### config.mk
export PLATFORM = sky130hd
export DESIGN_NAME = led_pattern_engine
export DESIGN_NICKNAME = d
export VERILOG_FILES = /design/src/rtl/led_pattern_engine.sv
export SDC_FILE = /design/constraint.sdc
export NUM_CORES = 1
export LEC_CHECK = 0
export CORE_UTILIZATION = 40
export DETAILED_ROUTE_END_ITERATION = 10
export SYNTH_ARGS = -nofsm -noshare
export SYNTH_HDL_FRONTEND = slang
export SYNTH_SLANG_ARGS = --single-unit
### constraint.sdc
create_clock -name clk -period 2.9 [get_ports clk]
set_input_delay 0.725 -clock clk [delete_from_list [all_inputs] [get_ports clk]]
set_output_delay 0.725 -clock clk [all_outputs]
set_load 0.03 [all_outputs]
### src/rtl/led_pattern_engine.sv
// rtl/led_pattern_engine.sv - LED bank sequencer: bounce, rotate left/right, fill/drain bar
// Optional LED_PWM_EN adds a duty input and registered PWM gating of the LED outputs.
module led_pattern_engine #(
  parameter int BITS  = 10,
  parameter int SEG   = 1,
  parameter int DIV_W = 24
) (
  input  logic             clk,
  input  logic             rst,
  input  logic             en,
  input  logic [1:0]       mode,
  input  logic [DIV_W-1:0] div,
`ifdef LED_PWM_EN
  input  logic [3:0]       duty,
`endif
  output logic [BITS-1:0]  qLeds,
  output logic             step,
  output logic             wrap
);

  localparam logic [BITS-1:0] INIT_SCAN = {{(BITS-SEG){1'b0}}, {SEG{1'b1}}};
  localparam logic [BITS-1:0] INIT_BAR  = {{(BITS-1){1'b0}}, 1'b1};

  localparam logic [1:0] MODE_BOUNCE = 2'b00;
  localparam logic [1:0] MODE_ROL    = 2'b01;
  localparam logic [1:0] MODE_ROR    = 2'b10;
  localparam logic [1:0] MODE_BAR    = 2'b11;

  typedef enum logic {DIR_LEFT = 1'b0, DIR_RIGHT = 1'b1} dir_e;

  logic [1:0]       mode_q, mode_d;
  dir_e             dir_q, dir_d;
  logic [DIV_W-1:0] cnt_q, cnt_d;
  logic [BITS-1:0]  pat_q, pat_d;
  logic             step_q, step_d;
  logic             wrap_q, wrap_d;

  logic             mode_chg;
  logic             tick;
  logic [BITS-1:0]  init_cur;
  logic [BITS-1:0]  init_new;
  logic [BITS-1:0]  step_pat;
  dir_e             step_dir;

  always_ff @(posedge clk or posedge rst) begin
    if (rst) begin
      mode_q <= MODE_BOUNCE;
      dir_q  <= DIR_LEFT;
      cnt_q  <= '0;
      pat_q  <= INIT_SCAN;
      step_q <= 1'b0;
      wrap_q <= 1'b0;
    end else begin
      mode_q <= mode_d;
      dir_q  <= dir_d;
      cnt_q  <= cnt_d;
      pat_q  <= pat_d;
      step_q <= step_d;
      wrap_q <= wrap_d;
    end
  end

  // Pattern advance for the current mode/direction, used only on a tick.
  always_comb begin
    step_pat = pat_q;
    step_dir = dir_q;
    case (mode_q)
      MODE_BOUNCE: begin
        if (dir_q == DIR_LEFT) begin
          step_pat = pat_q << 1;
          if (pat_q[BITS-2]) step_dir = DIR_RIGHT;
        end else begin
          step_pat = pat_q >> 1;
          if (pat_q[1]) step_dir = DIR_LEFT;
        end
      end
      MODE_ROL: step_pat = {pat_q[BITS-2:0], pat_q[BITS-1]};
      MODE_ROR: step_pat = {pat_q[0], pat_q[BITS-1:1]};
      default: begin
        if (dir_q == DIR_LEFT) begin
          step_pat = (pat_q << 1) | INIT_BAR;
          if (&step_pat) step_dir = DIR_RIGHT;
        end else begin
          step_pat = pat_q >> 1;
          if (step_pat == INIT_BAR) step_dir = DIR_LEFT;
        end
      end
    endcase
  end

  // Mode reload wins over a coincident tick and happens even while disabled.
  always_comb begin
    mode_d = mode_q;
    dir_d  = dir_q;
    cnt_d  = cnt_q;
    pat_d  = pat_q;
    step_d = 1'b0;
    wrap_d = 1'b0;
    if (mode_chg) begin
      mode_d = mode;
      dir_d  = DIR_LEFT;
      cnt_d  = '0;
      pat_d  = init_new;
    end else if (tick) begin
      cnt_d  = '0;
      pat_d  = step_pat;
      dir_d  = step_dir;
      step_d = 1'b1;
      wrap_d = (step_pat == init_cur);
    end else if (en) begin
      cnt_d = cnt_q + DIV_W'(1);
    end
  end

  always_comb begin
    mode_chg = (mode != mode_q);
    tick     = en && (cnt_q >= div);
    init_cur = (mode_q == MODE_BAR) ? INIT_BAR : INIT_SCAN;
    init_new = (mode == MODE_BAR) ? INIT_BAR : INIT_SCAN;
  end

  assign step = step_q;
  assign wrap = wrap_q;

`ifdef LED_PWM_EN
  logic [3:0]      pwm_q;
  logic [BITS-1:0] leds_q;

  always_ff @(posedge clk or posedge rst) begin
    if (rst) begin
      pwm_q  <= 4'd0;
      leds_q <= INIT_SCAN;
    end else begin
      pwm_q  <= pwm_q + 4'd1;
      leds_q <= pat_d & {BITS{pwm_q < duty}};
    end
  end

  assign qLeds = leds_q;
`else
  assign qLeds = pat_q;
`endif

endmodule

# Word level (Yosys, flattened, before mapping)
# Cells that the tools add are included.
# classes
reduce_logical,7
n_lt_le_gt_ge,1
shifts,0
div,0
bitwise_logic,0
mul,0
eq_ne,6
n_addsub,1
mux,21
# op_table
op,n
24-bit 2-to-1 mux,3
10-bit 2-to-1 mux,4
10-bit case mux with 3 select lines,1
"24-bit by 1-bit adder with 24-bit output, second input constant",1
24-bit greater-or-equal comparator,1
1-bit 2-to-1 mux,12
"10-bit by 1-bit equality test with 1-bit output, second input constant",1
"9-bit by 1-bit equality test with 1-bit output, second input constant",1
9-bit AND reduction,1
3-bit nonzero test,1
"2-bit by 1-bit equality test with 1-bit output, second input constant",1
"2-bit equality test, second input constant",1
2-bit logical NOT,1
"2-bit by 1-bit inequality test with 1-bit output, second input constant",1
2-bit inequality test,1
1-bit case mux with 2 select lines,1
2-bit AND reduction,1
2-bit nonzero test,1
2-bit OR reduction,1
1-bit logical AND,1
# word_totals
output_inout_bits,12
mem_bits_rw,0
in_bits,29
mem_count,0
latchBits,0
romBits,0
wordCells,42
reg_bits,39

# Longest topological paths before layout
# Gate-level depths: netlist (run 1).
# depth
ltp_word,6
mapped_depth,9
ltp_nobuf,8

# Least setup slack after synthesis (run 1)
# Ideal clock, no wire load.
# synth_path
kind,input to register
startpoint,input div[19]
endpoint,register cnt_q[13]
setup_ns,0.110
required_ns,2.790
cell_stages,9
t_arrival_ns,2.401
path_slack_ns,0.388
path_cell_list,inv_1 > ha_1 > a21oi_1 > o21ai_0 > a221oi_1 > o211a_1 > buf_4 > nand2_1 > o41ai_1
# synth_via
elab_chain_cells,4
word_cells_on_any_way,5
classes_between,1 x order compare; 2 x mux; 2 x reduce/logical
# synth_lines
element,line_no,source
from (decl),12,"input logic [DIV_W-1:0] div,"
24-bit greater-or-equal comparator *,117,tick = en && (cnt_q >= div);
1-bit logical AND *,117,
24-bit 2-to-1 mux,104,end else if (tick) begin
24-bit 2-to-1 mux,99,if (mode_chg) begin
to (signal assigned),56,cnt_q <= cnt_d;
to (decl),33,"logic [DIV_W-1:0] cnt_q, cnt_d;"
# Every way passes the cells marked *; elsewhere a longest branch is shown, timed or not.
# A chain may end at the register's enable or synchronous reset.

# Worst setup path in the final report (run 1)
# layout_path
startpoint,input div[17]
endpoint,register cnt_q[4]
# Same word-level chain as after synthesis.

==> results.py, run 1 <==
metrics = {
    "outcome": {
        "status": "complete, no violations",
    },
    "clocking": {
        "hold_buffers": 0,
        "cts.path.max_buffers": 2,
        "clk_latency_ns": 0.30,
        "ctsRootBufferMaster": "clkbuf_8",
        "cts_buffers": 5,
        "cts-htree-levels": 2,
        "cts_sinks": 39,
        "path_clk_slew_ns": 0.08,
        "cts_tree": "done",
    },
    "placement": {
        "dp_hpwl_microns": 5290,
        "gp_congestion": 0.860,
        "io_buffers": 40,
    },
    "drt": {
        "finalWirelength_microns": 7210,
        "post-route-drc-count": 0,
        "routedWlPerCell_microns": 14.4,
        "drt_first_iter_violations": 141,
        "postRouteAntennaNets": 0,
        "routed_via_density": 5.51,
        "dr.pass1.iters": 4,
        "num_vias": 2762,
    },
    "floorplan": {
        "ios": 41,
        "coreArea_sq_um": 7210,
        "die_y_microns": 88.4,
        "rows": 31,
        "die_area_sq_um": 7810,
        "die_w_microns": 88.4,
        "start_util": 0.413,
    },
    "logic_synthesis": {
        "synth-simple-area-share": 0.196,
        "async_reset_ff_frac": 1.00,
        "synth_top_area_cell": "dfrtp_1",
        "syn_area_sq_um": 2980,
        "yosysTopAreaCellShare": 0.319,
        "synth_edf_count": 0,
        "synth_seq_cells": 39,
        "synthMuxAreaShare": 0.0302,
        "synth_fp_nets": 409,
        "synth-xor-area-share": 0.0411,
        "yosysSeqAreaShare": 0.328,
        "synth_top_family_by_area": "compound AO/OA/AOI/OAI gates",
        "synth_fa_ha_area_frac": 0.122,
        "synthTopCellsByArea": "dfrtp_1 32%, ha_1 12%, inv_1 4.5%, nor2_1 3.9%, nand2_1 3.6%",
        "postSynthCellCount": 351,
        "synthFlopType": "dfrtp_1",
        "synth-compound-area-share": 0.207,
        "syn_area_per_cell_sq_um": 8.50,
        "synth_cell_types": 52,
        "yosys_warnings": 0,
    },
    "layout": {
        "final_util": 0.525,
        "area_growth_syn_to_layout_pct": 27.0,
        "layout-drive-gt1-share": 0.137,
        "diodes": 0,
        "final_cell_mix": "40 x clkdlybuf4s50_1, 38 x dfrtp_1, 36 x inv_1",
        "layout_commonest_cell": "clkdlybuf4s50_1",
        "final_nets": 459,
    },
    "timing": {
        "slew_viol_final": 0,
        "skew_ns": 0.00331,
        "final-setup-viol-count": 0,
        "worst_pin_slew_ns": 0.747,
        "min_period_over_period": 0.955,
        "slew_headroom": 0.500,
        "max_freq_ghz": 0.361,
        "hold_viol_final": 0,
        "grt_setup_unrepaired": "no",
        "layout_min_cycle_time_ns": 2.77,
    },
    "power": {
        "p_leak_uw": 0.00165,
        "cellPowerDensity_nw_per_um2": 339,
        "irDropWorstVdd_v": 0.000283,
        "p_total_uw": 1280,
    },
    "worst_setup_path": {
        "crit_path_start_kind": "input pin",
        "arrival_ns": 2.96,
        "crit_type": "input pin to register",
        "cp.required_ns": 3.09,
        "end_kind": "register",
        "critPathMaxFanout": 10,
    },
    "grt": {
        "grt_pass1_wl_microns": 12100,
        "track_usage": 0.198,
        "gr-total-overflow": 0,
        "antenna_found_initial": 0,
        "grt_pass1_vias": 2593,
        "grt_max_degree": 40,
    },
    "job": {
        "cap_violations": 0,
    },
    "min_path": {
        "worstHoldPathType": "register to register",
    },
}
## metal layers
layer,wire length (microns),part of all wire,GRT usage
met3,363,0.050,0.0233
met2,3260,0.45,0.313
met5,0,0,0
met1,3520,0.49,0.283
met4,68,0.0094,0.0587
## synthesized netlist by cell type, drive strengths merged (2+ instances only)
master / count
or2: 3
o22ai: 5
o221ai: 4
dfrtp: 38
o21ai: 9
a22o: 3
a211oi: 6
o221a: 5
or3: 3
ha: 29
a21o: 3
nor2b: 3
nand4: 9
a21oi: 20
xnor2: 5
buf: 5
clkbuf: 16
and3: 6
xor2: 9
or4: 2
inv: 36
a22oi: 10
a31oi: 4
o31ai: 6
mux2i: 9
nor2: 32
nor4: 5
nor3: 9
a221oi: 2
nand2: 29
nand3: 12
## path summary, 6_finish.rpt
kind | cells past startpoint | end | start | slack [ns]
min in group asynchronous | 3 | cnt_q[23]$_DFFE_PP0P_ | rst | 0.85
max in group asynchronous | 3 | qLeds[0]$_DFFE_PP1P_ | rst | 1.69
worst min-delay path | 1 | cnt_q[13]$_DFFE_PP0P_ | cnt_q[13]$_DFFE_PP0P_ | 0.56
worst max register to register | 6 | wrap$_DFF_PP0_ | mode_q[0]$_DFFE_PP0N_ | 0.59
worst min register to register | 1 | cnt_q[13]$_DFFE_PP0P_ | cnt_q[13]$_DFFE_PP0P_ | 0.56
worst max-delay path | 11 | cnt_q[4]$_DFFE_PP0P_ | div[17] | 0.13
## timing repair
action | 4_1_cts | 5_1_grt
setup endpoints to repair | 7 | 31
buffers inserted | 0 | 0
resized for setup | 2 | 8
pin swaps | 0 | 5
## layout make-up
| cell class | instances | area [sq um] |
|---|---|---|
| repair buffers | 64 | 588 |
| inverters | 36 | 135 |
| fillers | 697 | 3430 |
| clock inverters | 3 | 67.6 |
| flip-flops and latches | 39 | 977 |
| multi-input cells | 255 | 1830 |
| well taps | 99 | 124 |
| clock buffers | 5 | 68.8 |
## worst max-delay path: stages
cell             delay, ns
clkdlybuf4s50_1       0.46
inv_1                 0.05
ha_1                  0.30
nand4_1               0.13
nor4_2                0.35
nand3_2               0.16
o211ai_2              0.22
buf_6                 0.18
nor3_1                0.05
buf_4                 0.15
a22o_1                0.19
## power by group
| group | leakage [uW] | switching [uW] | total, uW | internal, uW |
|---|---|---|---|---|
| Sequential | 0.000536 | 3.19 | 549 | 546 |
| Combinational | 0.00105 | 97.3 | 178 | 80.9 |
| Clock | 0.0000644 | 213 | 557 | 343 |
| Total | 0.00165 | 314 | 1280 | 970 |
## sequential cells by signal, summed over array words and instances (netlist names)
| name | count |
|---|---|
| cnt_q | 24 |
| dir_q | 1 |
| step | 1 |
| mode_q | 2 |
| qLeds | 10 |
| wrap | 1 |
## stage by stage
step / hold slack [ns] / TNS (ns) / instance area [sq um] / cells / setup WS (ns)
after detailed placement: 0.556 / -9.57 / 3590 / 493 / -0.377
after floorplan: 0.492 / 0 / 2980 / 351 / 0.388
after CTS: 0.572 / 0 / 3740 / 501 / 0.0173
after global routing: 0.599 / 0 / 3790 / 501 / 0.0410
final: 0.564 / 0 / 3790 / 501 / 0.131
after global placement: 0.539 / -8.41 / 3590 / 493 / -0.357
## cell families after synthesis
kind of cell	count (synthesis)
AND/OR/NAND/NOR	116
AO/OA/AOI/OAI	87
buffers and inverters	57
flip-flops	39
adder cells (fa/ha/maj)	29
XOR/XNOR	14
multiplexers	9
(Power assumes the default switching activity.)
==> run 2: changes to the inputs <==
--- a/config.mk
+++ b/config.mk
@@ -7,6 +7,7 @@
 export LEC_CHECK = 0
 export CORE_UTILIZATION = 40
 export DETAILED_ROUTE_END_ITERATION = 10
+export GPL_TIMING_DRIVEN = 0
 export SYNTH_ARGS = -nofsm -noshare
 export SYNTH_HDL_FRONTEND = slang
 export SYNTH_SLANG_ARGS = --single-unit
==> run 2 against run 1 <==
Effect of this change: final area increased by 1.2%; sequential power about the same; clock-buffer cell count increased by 1.
==> results.py, run 2 (synthesis gave the netlist of run 1 again) <==
metrics = {
    "clocking": {
        "cts.path.max_buffers": 2,
        "cts_sinks": 39,
        "ctsRootBufferMaster": "clkbuf_8",
        "cts-htree-levels": 2,
        "path_clk_slew_ns": 0.07,
        "clk_latency_ns": 0.30,
        "cts_tree": "done",
        "cts_buffers": 5,
    },
    "worst_setup_path": {
        "critPathMaxFanout": 4,
        "crit_type": "input pin to register",
        "arrival_ns": 3.03,
        "crit_path_start_kind": "input pin",
        "cp.required_ns": 3.09,
        "reg2reg_slack_ns": 0.50,
        "end_kind": "register",
    },
    "floorplan": {
        "rows": 31,
        "ios": 41,
        "die_area_sq_um": 7810,
        "die_y_microns": 88.4,
        "start_util": 0.413,
        "die_w_microns": 88.4,
        "coreArea_sq_um": 7210,
    },
    "drt": {
        "drt_first_iter_violations": 114,
        "routedWlPerCell_microns": 14.8,
        "post-route-drc-count": 0,
        "dr.pass1.iters": 4,
        "num_vias": 2746,
        "postRouteAntennaNets": 0,
        "routed_via_density": 5.47,
        "finalWirelength_microns": 7440,
    },
    "timing": {
        "worst_pin_slew_ns": 0.982,
        "skew_ns": 0.00806,
        "slew_viol_final": 0,
        "final-setup-viol-count": 0,
        "layout_setup_ws_ns": 0.0537,
        "finalSetupTns_ns": 0,
        "hold_slack_ns": 0.557,
        "layout_min_cycle_time_ns": 2.85,
        "hold_viol_final": 0,
        "grt_setup_unrepaired": "yes",
        "min_period_over_period": 0.981,
        "slew_headroom": 0.340,
        "max_freq_ghz": 0.351,
    },
    "grt": {
        "gr-total-overflow": 0,
        "grt_max_degree": 40,
        "grt_pass1_vias": 2607,
        "track_usage": 0.205,
        "antenna_found_initial": 0,
        "grt_pass1_wl_microns": 12500,
    },
    "outcome": {
        "status": "complete, no violations",
    },
    "layout": {
        "diodes": 0,
        "layout-drive-gt1-share": 0.141,
        "largest_register_ffs": 24,
        "layout_commonest_cell": "dfrtp_1",
        "nFillCells": 675,
        "final_util": 0.531,
        "regMostFlops": "cnt_q",
        "final_nets": 461,
        "final_cell_mix": "38 x dfrtp_1, 36 x clkdlybuf4s50_1, 31 x nor2_1",
        "area_growth_syn_to_layout_pct": 28.5,
    },
    "power": {
        "p_comb_frac": 0.160,
        "p_total_uw": 1110,
        "p_seq_frac": 0.496,
        "p_leak_uw": 0.00162,
        "irDropWorstVdd_v": 0.000205,
        "power_switching_uw": 299,
        "cellPowerDensity_nw_per_um2": 289,
        "internal_power_uw": 809,
        "sw_frac_of_total": 0.270,
        "clkPwrFrac": 0.344,
    },
    "placement": {
        "gp_congestion": 0.850,
        "dp_hpwl_microns": 5230,
        "place_ws_ns": -0.539,
        "io_buffers": 39,
    },
    "job": {
        "cap_violations": 0,
    },
    "min_path": {
        "worstHoldPathType": "register to register",
    },
}
[run 2: layout make-up]
class,count,area [sq um],area share
clock inverters,1,5.00,0.00131
inverters,36,135,0.0352
plain buffers,21,98.8,0.0258
repair buffers,45,453,0.118
multi-input cells,255,1960,0.511
well taps,99,124,0.0323
clock buffers,6,82.6,0.0215
flip-flops and latches,39,977,0.255
[run 2: power groups by stage]
stage / registers [uW] / logic, uW / clock network, uW
3_3_place_gp: 560 / 161 / 0
2_1_floorplan: 560 / 96.3 / 0
5_1_grt: 550 / 200 / 410
4_1_cts: 549 / 168 / 392
6_report: 550 / 177 / 381
3_5_place_dp: 560 / 163 / 0
[run 2: layer usage]
metal  up-vias  global-route usage  wire (microns)
li1       1366                   -               -
met1      1291               0.285            3540
met2        81               0.327            3450
met3         8              0.0289             332
met4         0              0.0674             112
met5         -                   0               0
[run 2: worst max-delay path, cell delays in order]
cell and delay [ns]:
clkdlybuf4s50_1 0.45, inv_1 0.04, ha_1 0.26, nand4_1 0.17, nor4_4 0.37, nand3_2 0.16, o211ai_4 0.33, nand2_1 0.18
a221oi_1 0.34
[run 2: timing repair]
action | 4_1_cts | 5_1_grt
gates resized for setup | 8 | 26
hold buffers | 0 | 0
gates cloned | 0 | 1
pin swaps | 4 | 12
buffers inserted | 2 | 4
setup endpoints to repair | 28 | 30
endpoints found under the hold margin | 0 | 0
[run 2: path summary, 6_finish.rpt]
| path | startpoint | end | cells past startpoint |
|---|---|---|---|
| setup / recovery | div[16] | qLeds[1]$_DFFE_PP0P_ | 9 |
| hold / removal | qLeds[0]$_DFFE_PP1P_ | qLeds[0]$_DFFE_PP1P_ | 2 |
| setup reg to reg | cnt_q[19]$_DFFE_PP0P_ | qLeds[1]$_DFFE_PP0P_ | 7 |
| hold reg to reg | qLeds[0]$_DFFE_PP1P_ | qLeds[0]$_DFFE_PP1P_ | 2 |
| max in group asynchronous | rst | qLeds[4]$_DFFE_PP0P_ | 2 |
| min in group asynchronous | rst | cnt_q[16]$_DFFE_PP0P_ | 2 |
[run 2: through the flow]
step	instance area, sq um	cells
floorplan	2980	351
global placement	3500	489
detailed placement	3500	489
CTS	3670	498
global route	3830	502
finish	3830	502
==> run 3: changes to the inputs <==
--- a/config.mk
+++ b/config.mk
@@ -5,9 +5,11 @@
 export SDC_FILE = /design/constraint.sdc
 export NUM_CORES = 1
 export LEC_CHECK = 0
+export CORE_ASPECT_RATIO = 2
 export CORE_UTILIZATION = 40
 export DETAILED_ROUTE_END_ITERATION = 10
 export GPL_TIMING_DRIVEN = 0
+export SKIP_LAST_GASP = 1
 export SYNTH_ARGS = -nofsm -noshare
 export SYNTH_HDL_FRONTEND = slang
 export SYNTH_SLANG_ARGS = --single-unit
==> run 3 against run 2 <==
Effect of this change: register-to-register slack worse by 0.06 ns; power grew 15%; highest routed layer unchanged; clock-buffer cell count rose by 2; sequential share of layout area is 0.45 points lower; critical endpoint is now cnt_q[13]$_DFFE_PP0P_; largest power group unchanged.
==> results.py, run 3 (synthesis gave the netlist of run 1 again) <==
metrics = {
    "floorplan": {
        "ios": 41,
        "start_util": 0.414,
        "die_area_sq_um": 7830,
        "coreArea_sq_um": 7210,
        "die_y_microns": 124,
        "rows": 44,
        "die_w_microns": 63.1,
    },
    "timing": {
        "slew_headroom": 0.356,
        "layout_setup_ws_ns": 0.138,
        "layout_min_cycle_time_ns": 2.76,
        "min_period_over_period": 0.952,
        "skew_ns": 0.00796,
        "max_freq_ghz": 0.362,
        "finalSetupTns_ns": 0,
        "hold_viol_final": 0,
        "worst_pin_slew_ns": 0.959,
        "final-setup-viol-count": 0,
        "slew_viol_final": 0,
    },
    "worst_setup_path": {
        "rr_startpoint": "cnt_q[22]$_DFFE_PP0P_",
        "critPathCapture": "cnt_q[13]$_DFFE_PP0P_",
        "startpoint": "div[0]",
        "reg2reg_depth": 8,
        "crit_type": "input pin to register",
        "critPathMaxFanout": 10,
        "cp.required_ns": 3.08,
        "crit_path_start_kind": "input pin",
        "reg2reg_slack_ns": 0.44,
        "arrival_ns": 2.94,
        "rr_endpoint": "cnt_q[5]$_DFFE_PP0P_",
        "end_kind": "register",
    },
    "grt": {
        "gr-total-overflow": 0,
        "grt_max_degree": 40,
        "grt_pass1_vias": 2750,
        "antenna_found_initial": 0,
        "grt_pass1_wl_microns": 13000,
        "track_usage": 0.212,
    },
    "layout": {
        "largest_register_ffs": 24,
        "final_cell_mix": "38 x dfrtp_1, 31 x nor2_1, 31 x clkdlybuf4s50_1",
        "nFillCells": 686,
        "layout-drive-gt1-share": 0.143,
        "stdcell_count": 498,
        "layout_commonest_cell": "dfrtp_1",
        "final_util": 0.541,
        "area_growth_syn_to_layout_pct": 30.8,
        "final_nets": 463,
        "diodes": 0,
        "regMostFlops": "cnt_q",
    },
    "drt": {
        "routedWlPerCell_microns": 16.4,
        "finalWirelength_microns": 8150,
        "num_vias": 2833,
        "dr.pass1.iters": 4,
        "postRouteAntennaNets": 0,
        "drt_first_iter_violations": 120,
        "routed_via_density": 5.69,
        "post-route-drc-count": 0,
    },
    "clocking": {
        "cts_buffers": 5,
        "cts_tree": "done",
        "cts.path.max_buffers": 2,
        "clk_latency_ns": 0.29,
        "ctsRootBufferMaster": "clkbuf_16",
        "path_clk_slew_ns": 0.05,
        "hold_buffers": 0,
        "cts_sinks": 39,
        "cts-htree-levels": 2,
    },
    "placement": {
        "dp_hpwl_microns": 5900,
        "io_buffers": 39,
        "place_ws_ns": -0.615,
        "placed_cells": 482,
        "gp_congestion": 0.897,
    },
    "power": {
        "p_seq_frac": 0.433,
        "irDropWorstVdd_v": 0.000274,
        "p_total_uw": 1270,
        "p_leak_uw": 0.00169,
        "sw_frac_of_total": 0.257,
        "p_comb_frac": 0.144,
        "clkPwrFrac": 0.423,
        "internal_power_uw": 944,
        "power_switching_uw": 327,
        "cellPowerDensity_nw_per_um2": 326,
    },
    "outcome": {
        "status": "complete, no violations",
    },
    "min_path": {
        "worstHoldPathType": "register to register",
    },
    "job": {
        "cap_violations": 0,
    },
}
-- run 3: changes by cell type in the layout (fill, tap and decap cells not counted), moves of 3 or more --
cell / before / now
clkdlybuf4s50_1: 36 / 31
dlymetal6s2s_1: 3 / 8
clkbuf_1: 16 / 19
buf_4: 5 / 8
clkbuf_8: 6 / 0
clkbuf_16: 0 / 5
-- run 3: metrics by stage --
| step | instance area, sq um | hold slack (ns) |
|---|---|---|
| after floorplan | 2980 | 0.492 |
| after global placement | 3490 | 0.527 |
| after detailed placement | 3490 | 0.536 |
| after CTS | 3700 | 0.550 |
| after global routing | 3900 | 0.582 |
| final | 3900 | 0.558 |
-- run 3: timing repair --
item | 4_1_cts | 5_1_grt
pin swaps | 5 | 19
endpoints found under the setup margin | 35 | 34
gates resized for setup | 9 | 35
setup buffers | 3 | 4
cloned | 0 | 1
endpoints found under the hold margin | 0 | 0
-- run 3: power groups by stage --
stage	clock, uW	combinational (uW)	sequential (uW)
CTS	550	171	551
finish	538	183	551
global placement	0	163	560
floorplan	0	96.3	560
global route	565	204	551
detailed placement	0	167	560
-- run 3: worst min path at each step --
| stage | startpoint | cells past startpoint | endpoint | slack [ns] |
|---|---|---|---|---|
| final | qLeds[0]$_DFFE_PP1P_ | 2 | qLeds[0]$_DFFE_PP1P_ | 0.56 |
| after detailed placement | qLeds[0]$_DFFE_PP1P_ | 2 | qLeds[0]$_DFFE_PP1P_ | 0.54 |
| after CTS | qLeds[0]$_DFFE_PP1P_ | 2 | qLeds[0]$_DFFE_PP1P_ | 0.55 |
| after global routing | qLeds[0]$_DFFE_PP1P_ | 2 | qLeds[0]$_DFFE_PP1P_ | 0.58 |
| after floorplan | cnt_q[13]$_DFFE_PP0P_ | 1 | cnt_q[13]$_DFFE_PP0P_ | 0.49 |
| after global placement | qLeds[0]$_DFFE_PP1P_ | 2 | qLeds[0]$_DFFE_PP1P_ | 0.53 |
-- run 3: layout make-up --
class / instances / area, sq um / area share
Tap cell: 92 / 115 / 0.0295
Multi-Input combinational cell: 255 / 1970 / 0.504
Clock buffer: 8 / 136 / 0.0349
Inverter: 36 / 135 / 0.0346
Timing Repair Buffer: 47 / 474 / 0.122
Buffer: 21 / 98.8 / 0.0253
Sequential cell: 39 / 977 / 0.250
-- run 3: routing by layer --
metal / part of all wire / GRT usage / vias to the layer above
met5: 0 / 0 / -
met4: 0.031 / 0.0843 / 0
met3: 0.034 / 0.0293 / 19
met2: 0.55 / 0.428 / 75
met1: 0.38 / 0.210 / 1367
li1: - / - / 1372
-- run 3: worst max-delay path: stages --
cell             delay (ns)
clkdlybuf4s50_1        0.40
ha_1                   0.28
nand2b_1               0.13
a211oi_1               0.28
o221a_2                0.31
o211a_4                0.24
buf_6                  0.16
nand2_1                0.11
o41ai_2                0.31
